--- config.mk ---
export PLATFORM = sky130hd
export DESIGN_NAME = slow_out_rx
export DESIGN_NICKNAME = d
export VERILOG_FILES = /design/src/rtl/g15_io_pkg.sv /design/src/rtl/io_char_fifo.sv /design/src/rtl/slow_out_rx.sv
export SDC_FILE = /design/constraint.sdc
export NUM_CORES = 1
export LEC_CHECK = 0
export CAP_MARGIN = 20
export CORE_MARGIN = 1
export CORE_UTILIZATION = 50
export DETAILED_ROUTE_END_ITERATION = 10
export PLACE_DENSITY = 0.7
export SLEW_MARGIN = 15
export SYNTH_ARGS = -nofsm -noshare
export SYNTH_HDL_FRONTEND = slang
export SYNTH_SLANG_ARGS = --single-unit
export TNS_END_PERCENT = 100
--- constraint.sdc ---
create_clock -name CLK -period 7.14 [get_ports CLK]
set_input_delay 1.071 -clock CLK [delete_from_list [all_inputs] [get_ports CLK]]
set_output_delay 1.071 -clock CLK [all_outputs]
set_load 0.05 [all_outputs]
--- src/rtl/g15_io_pkg.sv ---
// Shared G-15 I/O types: destination tags, 5-bit character codes, the
// tagged character record carried through the character FIFO, and the
// slow-output receiver FSM state encoding.
package g15_io_pkg;

  typedef enum logic [1:0] {
    DEST_TYPE       = 2'd0,
    DEST_TAPE_PUNCH = 2'd1,
    DEST_CARD_PUNCH = 2'd2
  } io_dest_t;

  typedef logic [4:0] g15_char_t;

  typedef struct packed {
    io_dest_t  dest;
    g15_char_t code;
  } io_char_t;

  typedef enum logic [1:0] {
    IDLE    = 2'd0,
    CAPTURE = 2'd1,
    BUSY    = 2'd2
  } rx_state_t;

  // Card punch wins over tape punch; neither selected means typewriter.
  function automatic io_dest_t decode_dest(input logic card, input logic punch);
    io_dest_t d;
    d = DEST_TYPE;
    if (card) d = DEST_CARD_PUNCH;
    else if (punch) d = DEST_TAPE_PUNCH;
    return d;
  endfunction

endpackage

--- src/rtl/io_char_fifo.sv ---
// Synchronous FIFO of tagged G-15 characters. Shared by the slow-output
// receiver and intended for the photo-reader side as well.
// Handshake: a pop is honoured only when not empty; a push is accepted when
// not full, or when full and a pop happens on the same clock (the pop frees
// the slot). No bypass: data pushed into an empty FIFO appears on dout the
// following clock.
module io_char_fifo
  import g15_io_pkg::*;
#(
  parameter int DEPTH = 8
) (
  input  logic                     clk,
  input  logic                     rst_n,
  input  logic                     push,
  input  logic                     pop,
  input  io_char_t                 din,
  output io_char_t                 dout,
  output logic                     full,
  output logic                     empty,
  output logic [$clog2(DEPTH):0]   count
);

  localparam int AW = $clog2(DEPTH);

  io_char_t        mem [DEPTH];
  logic [AW-1:0]   wr_ptr;
  logic [AW-1:0]   rd_ptr;
  logic            do_pop;
  logic            do_push;

  assign empty   = (count == '0);
  assign full    = (count == (AW+1)'(DEPTH));
  assign do_pop  = pop & ~empty;
  assign do_push = push & (~full | do_pop);
  assign dout    = mem[rd_ptr];

  // Pointers wrap naturally because DEPTH is a power of two.
  always_ff @(posedge clk) begin
    if (!rst_n) begin
      wr_ptr <= '0;
      rd_ptr <= '0;
      count  <= '0;
    end else begin
      if (do_push) wr_ptr <= wr_ptr + AW'(1);
      if (do_pop)  rd_ptr <= rd_ptr + AW'(1);
      case ({do_push, do_pop})
        2'b10:   count <= count + (AW+1)'(1);
        2'b01:   count <= count - (AW+1)'(1);
        default: count <= count;
      endcase
    end
  end

  // Storage array, written only on accepted pushes.
  always_ff @(posedge clk) begin
    if (do_push) mem[wr_ptr] <= din;
  end

endmodule

--- src/rtl/slow_out_rx.sv ---
// Device-side receiver for the G-15 slow-output path. Detects TYPE_PULSE
// rising edges on CLOCK_TICK, captures the 5-bit code and destination,
// queues it for the host and reports mechanism busy time as DEVICE_BUSY.
// Optional feature macro: SLOW_OUT_RX_CHAR_COUNT_EN adds char_total, a
// 16-bit wrapping count of characters accepted into the FIFO.
// Host handshake: char_valid/char_ready, transfer when both are high;
// char_code/char_dest hold while char_valid & ~char_ready.
module slow_out_rx
  import g15_io_pkg::*;
#(
  parameter int FIFO_DEPTH = 8,
  parameter int TYPE_TICKS = 6
) (
  input  logic                          CLK,
  input  logic                          rst_n,
  input  logic                          CLOCK_TICK,
  input  logic                          TYPE_PULSE,
  input  logic                          PUNCH_SIGNAL,
  input  logic                          CARD_PUNCH_SIGNAL,
  input  logic                          MAG1_OUT,
  input  logic                          MAG2_OUT,
  input  logic                          MAG3_OUT,
  input  logic                          MAG4_OUT,
  input  logic                          MAG5_OUT,
  output logic                          char_valid,
  input  logic                          char_ready,
  output logic [4:0]                    char_code,
  output logic [1:0]                    char_dest,
  output logic                          DEVICE_BUSY,
  output logic                          overflow,
  output logic [$clog2(FIFO_DEPTH):0]   fifo_count,
`ifdef SLOW_OUT_RX_CHAR_COUNT_EN
  output logic [15:0]                   char_total,
`endif
  output logic [1:0]                    fsm_state
);

  rx_state_t  state;
  rx_state_t  state_next;
  logic       tp_q;
  logic       edge_det;
  io_char_t   cap_q;
  io_char_t   head;
  logic [7:0] busy_cnt;
  logic       push;
  logic       pop;
  logic       full;
  logic       empty;

  assign edge_det = CLOCK_TICK & TYPE_PULSE & ~tp_q;

  // TYPE_PULSE history, advanced only on bit-time ticks.
  always_ff @(posedge CLK) begin
    if (!rst_n) tp_q <= 1'b0;
    else if (CLOCK_TICK) tp_q <= TYPE_PULSE;
  end

  // Latch code and destination on the detected strobe edge.
  always_ff @(posedge CLK) begin
    if (!rst_n) begin
      cap_q <= '0;
    end else if (edge_det) begin
      cap_q.dest <= decode_dest(CARD_PUNCH_SIGNAL, PUNCH_SIGNAL);
      cap_q.code <= {MAG5_OUT, MAG4_OUT, MAG3_OUT, MAG2_OUT, MAG1_OUT};
    end
  end

  // FSM state register.
  always_ff @(posedge CLK) begin
    if (!rst_n) state <= IDLE;
    else state <= state_next;
  end

  // Next state: an edge during BUSY is still captured (restarts busy time).
  always_comb begin
    state_next = state;
    case (state)
      IDLE:    if (edge_det) state_next = CAPTURE;
      CAPTURE: state_next = BUSY;
      BUSY: begin
        if (edge_det) state_next = CAPTURE;
        else if (CLOCK_TICK && busy_cnt <= 8'd1) state_next = IDLE;
      end
      default: state_next = IDLE;
    endcase
  end

  // Busy time: reload when a character is pushed, count ticks down in BUSY.
  always_ff @(posedge CLK) begin
    if (!rst_n) busy_cnt <= '0;
    else if (state == CAPTURE) busy_cnt <= 8'(TYPE_TICKS);
    else if (state == BUSY && CLOCK_TICK && busy_cnt != '0) busy_cnt <= busy_cnt - 8'd1;
  end

  assign push = (state == CAPTURE);
  assign pop  = char_valid & char_ready;

  io_char_fifo #(.DEPTH(FIFO_DEPTH)) u_fifo (
    .clk   (CLK),
    .rst_n (rst_n),
    .push  (push),
    .pop   (pop),
    .din   (cap_q),
    .dout  (head),
    .full  (full),
    .empty (empty),
    .count (fifo_count)
  );

  assign char_valid  = ~empty;
  assign char_code   = empty ? 5'd0 : head.code;
  assign char_dest   = empty ? 2'd0 : head.dest;
  assign DEVICE_BUSY = (state != IDLE);
  assign fsm_state   = state;

  // Sticky loss flag: push into a full FIFO with no pop to make room.
  always_ff @(posedge CLK) begin
    if (!rst_n) overflow <= 1'b0;
    else if (push && full && !pop) overflow <= 1'b1;
  end

`ifdef SLOW_OUT_RX_CHAR_COUNT_EN
  // Count characters actually accepted into the FIFO; wraps at 16 bits.
  always_ff @(posedge CLK) begin
    if (!rst_n) char_total <= '0;
    else if (push && (!full || pop)) char_total <= char_total + 16'd1;
  end
`endif

endmodule

# --- Word level (Yosys, flattened, before mapping) ---
# Memories as Yosys holds them, arrays and structs flattened. A register that Yosys moved wholly into a read port is not among the register bits.
# Cells that the tools add are included.
op_classes:
  bitwise_logic: 10
  addsub: 5
  n_eq_ne: 7
  magnitude_cmp: 1
  reduce_logical: 14
  muxes: 15
op_table:
  columns: ["cell", "n"]
  rows:
  - ["3-bit 2-to-1 mux", 4]
  - ["2-bit 2-to-1 mux", 5]
  - ["8-bit by 1-bit less-or-equal comparator with 1-bit output, second input constant", 1]
  - ["4-bit one-hot mux with 2 select lines", 1]
  - ["8-bit nonzero test", 1]
  - ["8-bit by 1-bit subtractor with 8-bit output, second input constant", 1]
  - ["3-bit by 1-bit adder with 3-bit output, second input constant", 2]
  - ["2-bit one-hot mux with 3 select lines", 1]
  - ["2-bit nonzero test", 3]
  - ["1-bit AND", 5]
  - ["1-bit logical AND", 5]
  - ["5-bit 2-to-1 mux", 1]
  - ["4-bit by 1-bit adder with 4-bit output, second input constant", 1]
  - ["2-bit by 1-bit == test with 1-bit output, second input constant", 2]
  - ["2-bit == test, second input constant", 2]
  - ["4-bit == test, second input constant", 1]
  - ["4-bit zero test", 1]
  - ["1-bit inverter", 4]
  - ["4-bit by 1-bit subtractor with 4-bit output, second input constant", 1]
  - ["1-bit 2-to-1 mux", 3]
  - ["3-bit inequality test, second input constant", 1]
  - ["2-bit zero test", 1]
  - ["2-bit inequality test, second input constant", 1]
  - ["2-bit AND reduction", 1]
  - ["3 further kinds", 3]
word_totals:
  ff_bits: 29
  memories: 1
  in_bits: 12
  mem_bits_rw: 56
  wordCells: 63
memory_table:
  columns: ["memory", "depth", "word_bits", "rd", "rd_ports_with_merged_regs", "wr", "line_no", "rtl"]
  rows:
  - ["u_fifo.mem", 8, 7, 1, 1, 1, "io_char_fifo.sv:25", "io_char_t mem [DEPTH];"]

# --- Depth between registers and ports, before layout ---
depth:
  depth_word: 8
  mapped_depth: 12

# --- Hierarchy ---
# A second synthesis with hierarchy kept.
unflattened:
  hier_cells: 275
  hier_area_um2: 3872.5
modules_own_cells:
  columns: ["module", "cells_per_inst", "area_each_um2", "seq_area_each_um2", "n_inst"]
  rows:
  - ["io_char_fifo", 169, 2907.8, 1941.9, 1]
  - ["slow_out_rx", 106, 964.7, 380.4, 1]

# --- Worst setup path before layout ---
# No wires, ideal clock.
synth_timing:
  path_kind: "in2reg"
  start: "input char_ready"
  end: "register u_fifo.count[2]"
  path_stages: 10
  setup_time_ns: 0.076
  n_path_buf: 0
  t_arrival_ns: 2.723
  setup_slack_ns: 4.342
  cell_sequence: "nand2b_1 > o21a_1 > inv_2 > ha_1 > xor2_1 > ha_1 > a21oi_1 > xor2_1 > or3_1 > a21boi_0"
synth_between:
  elab_chain_len: 6
  word_cells_on_any_way: 8
  cone_classes: "2 x eq/ne; 1 x mux; 4 x bitwise; 1 x reduce/logical"
synth_lines:
  columns: ["item", "line_no", "rtl"]
  rows:
  - ["start, declared", "slow_out_rx.sv:26", "input logic char_ready,"]
  - ["1-bit AND *", "slow_out_rx.sv:96", "assign pop = char_valid & char_ready;"]
  - ["1-bit AND *", "io_char_fifo.sv:33", "assign do_pop = pop & ~empty;"]
  - ["1-bit OR", "io_char_fifo.sv:34", "assign do_push = push & (~full | do_pop);"]
  - ["1-bit AND", "io_char_fifo.sv:34", null]
  - ["2-bit by 1-bit == test with 1-bit output or 2-bit == test (tied branches)", "io_char_fifo.sv:46", "case ({do_push, do_pop})"]
  - ["4-bit one-hot mux with 2 select lines or 2-bit nonzero test (tied branches)", null, null]
  - ["end signal, assigned", "io_char_fifo.sv:47", "2'b10: count <= count + (AW+1)'(1);"]
  - ["end signal, assigned", "io_char_fifo.sv:48", "2'b01: count <= count - (AW+1)'(1);"]
  - ["end signal, assigned", "io_char_fifo.sv:49", "default: count <= count;"]
  - ["end, declared", "io_char_fifo.sv:20", "output logic [$clog2(DEPTH):0] count"]
# Every way passes the cells marked *; elsewhere a longest branch is shown, timed or not.
# A chain may end at the register's enable or synchronous reset.

==> impl_results.md <==
- Critical setup path kind: reg -> out
- Yosys reg bits: 88
- Simple-gate share of the synthesized area: 0.133
- Post-synthesis mux area share: 0.114
- Final #Nets: around 320
- Router iterations before antenna repair: 4
- Fin crit share: 0.546
- Min-delay worst type: reg -> reg
- DRT iter0 DRCs: 142
- Outcome: complete, no violations
- IO Port Bufs: 27
- Startpoint class of the critical path: flip-flop
- TritonCTS clock tree: built
- Cts hold-fix bufs: 0
- N_diodes: 0
- DR WL/cell: 15.5 µm
- Width of the die: 88.2 µm
- WP data required: a little over 6 ns
- Clock Pin Slew Worst Setup and Hold Paths: around 0.09 ns
- Drt total wl: just over 6 mm
- Adder-cell share of the synthesized area: 0.0269
- CP arrival: 2.83 ns
- Area delta synth->final: 14.8%
- CTS max path bufs: 2
- Final GP Congestion: between 0.7 and 0.8
- Asr flop ratio synth: 0
- Initial Util: 0.515
- RSZ-0062 raised after global routing: no
- Post-Synthesis Cells: between 200 and 300
- Clock sinks: 88
- Top post-synthesis cells by area: edfxtp_1 (45%), dfxtp_1 (17%), mux4_2 (8.5%)
- Setup repair bufs after CTS: 0
- Crit-path slowest cell: dfxtp_1
- H-tree depth: 3
- Largest family of logic cells by synthesized area: simple AND/OR/NAND/NOR gates
- Num CTS Buffers: 9
- Crit path max-delay family: flip-flops
- Place WS: about 3.6 ns
- Tmin final: roughly 3.9 ns
- Final setup skew: around 0.010 ns
- Gr usage total: 0.178
- Pwr dens: 292 nW/µm²
- Overall power: 1.25 mW
- Max VDD drop: between 0.0001 and 0.00015 V
- Root Driver: clkbuf_8
- Area share of the largest cell type after synthesis: 0.452
- Seq/Total Area, Yosys: 0.625
- Max Cap Viol: 0
- Die Y: a little under 90 µm
- Crit end category: output pin
- FP Rows: 31
- FMAX: about 0.26 GHz
- Placed Instances: just under 400
- Synth Flop Type: edfxtp_1
- Leakage power total: between 1 and 1.5 nW
- DRC errors left: 0
- Final setup fails: 0
- Top-count cell post-synth: edfxtp_1
- Crit path buf inv count: 1
- # IOs: 28
- Clk Latency, worst-skew pair: 0.35 ns
- Largest area contributor in the netlist: edfxtp_1
- Initial antenna violation count: 0
- Vias in the first global route: 1,917
- Rel. slew slack: 0.391
- Final-report hold violation count: 0
- Largest net degree at the start of global routing: 29
- Post-Layout Cell Count: 401
- Max Slew Vio Count: 0
- Worst-path fanout max: 14
- CTS resizes: 0
- Number of synthesized flops with an enable pin: 56
- Critical path cell sequence: mux4_2 > mux2i_1 > nor2_1 > clkdlybuf4s50_1
- Worst-margin pin slew: ~0.9 ns
- Synth unique cells: 47
- Syn_nets: ~280
- Syn_area_per_cell: roughly 14 µm²
- Compound-Gate Fraction of Synth Area: 0.0653
- Commonest cells in the netlist: edfxtp_1 (56), dfxtp_1 (32), nand2_1 (26)
- Worst Slack Setup Final: approximately 3.2 ns
- Final Util: 0.592
- Gr ovfl total: 0
- Mapped cell area: 3720 µm²
- XOR/XNOR Fraction of Synth Area: 0.0212
- Core area: 7210 µm²
- Ys Warns: 0
- First-pass GRT wire length: just under 10 mm
- Vias per cell: between 5 and 6
- DIE AREA: just under 8000 µm²
- Setup TNS Final: 0 ns
- Antenna Nets Post-Route: 0
- Detail Placement HPWL: between 4 and 5 mm
- Slowest Stage Delay on Critical Path: 0.93 ns
- Layout cells sized above 1: 0.139
- Via count: about 2,100
-- path summary, 6_finish.rpt --
check                          startpoint                            to  slack, ns  depth (start not counted)
max                             flip-flop                  char_code[0]       3.24                          4
min                 overflow$_SDFFE_PN0P_         overflow$_SDFFE_PN0P_       0.48                          1
max reg2reg  u_fifo.count[1]$_SDFFE_PN0P_  u_fifo.count[2]$_SDFFE_PN0P_       4.52                         12
min reg2reg         overflow$_SDFFE_PN0P_         overflow$_SDFFE_PN0P_       0.48                          1
-- placed cells by master (no fill, tap or decap), drive strengths merged, types with 9 or more instances in the layout --
master / n
a21boi: 13
clkbuf: 10
clkdlybuf4s50: 27
dfxtp: 32
edfxtp: 56
mux2i: 11
mux4: 14
nand2: 27
nand2b: 9
nor2: 24
-- layout make-up --
class / count / area [µm²]
fill: 606 / 2950
sequential: 88 / 2320
multi-input combinational: 164 / 1340
timing repair buffer: 29 / 283
clock buffer: 10 / 128
tap: 99 / 124
clock inverter: 6 / 52.6
inverter: 5 / 18.8
-- state kept, by name (all words and copies together), names as in the netlist, named ones only --
signal and flops:
u_fifo.rd_ptr 3, overflow 1, u_fifo.wr_ptr 3, busy_cnt 8, tp_q 1, cap_q 7, u_fifo.count 4, u_fifo.mem 56
fsm_state 2
-- layer usage --
metal	wire (µm)	track usage	vias to the layer above
met1	2970	0.253	1022
met3	347	0.0476	5
met2	2810	0.259	52
met4	102	0.0748	0
met5	0	0	-
li1	-	-	1048
-- report_power, final --
group / internal (mW) / switching, mW / total, mW
clock network: 0.132 / 0.183 / 0.315
logic: 0.148 / 0.190 / 0.338
registers: 0.555 / 0.0398 / 0.595
total: 0.835 / 0.414 / 1.25
-- per-stage QoR --
step                area, µm²  hold WS [ns]
CTS                      4270         0.480
global route             4270         0.490
finish                   4270         0.476
detailed placement       4090         0.457
global placement         4080         0.449
floorplan                3720         0.451
-- kinds of logic after synthesis --
family,after synthesis
AOI/OAI and AO/OA,32
xor gates and xnor gates,9
adders and majority gates,8
buffers and inverters,12
DFF,88
muxes,25
and+or+nand+nor,90
Note: power is estimated with default switching activity, not from simulation.
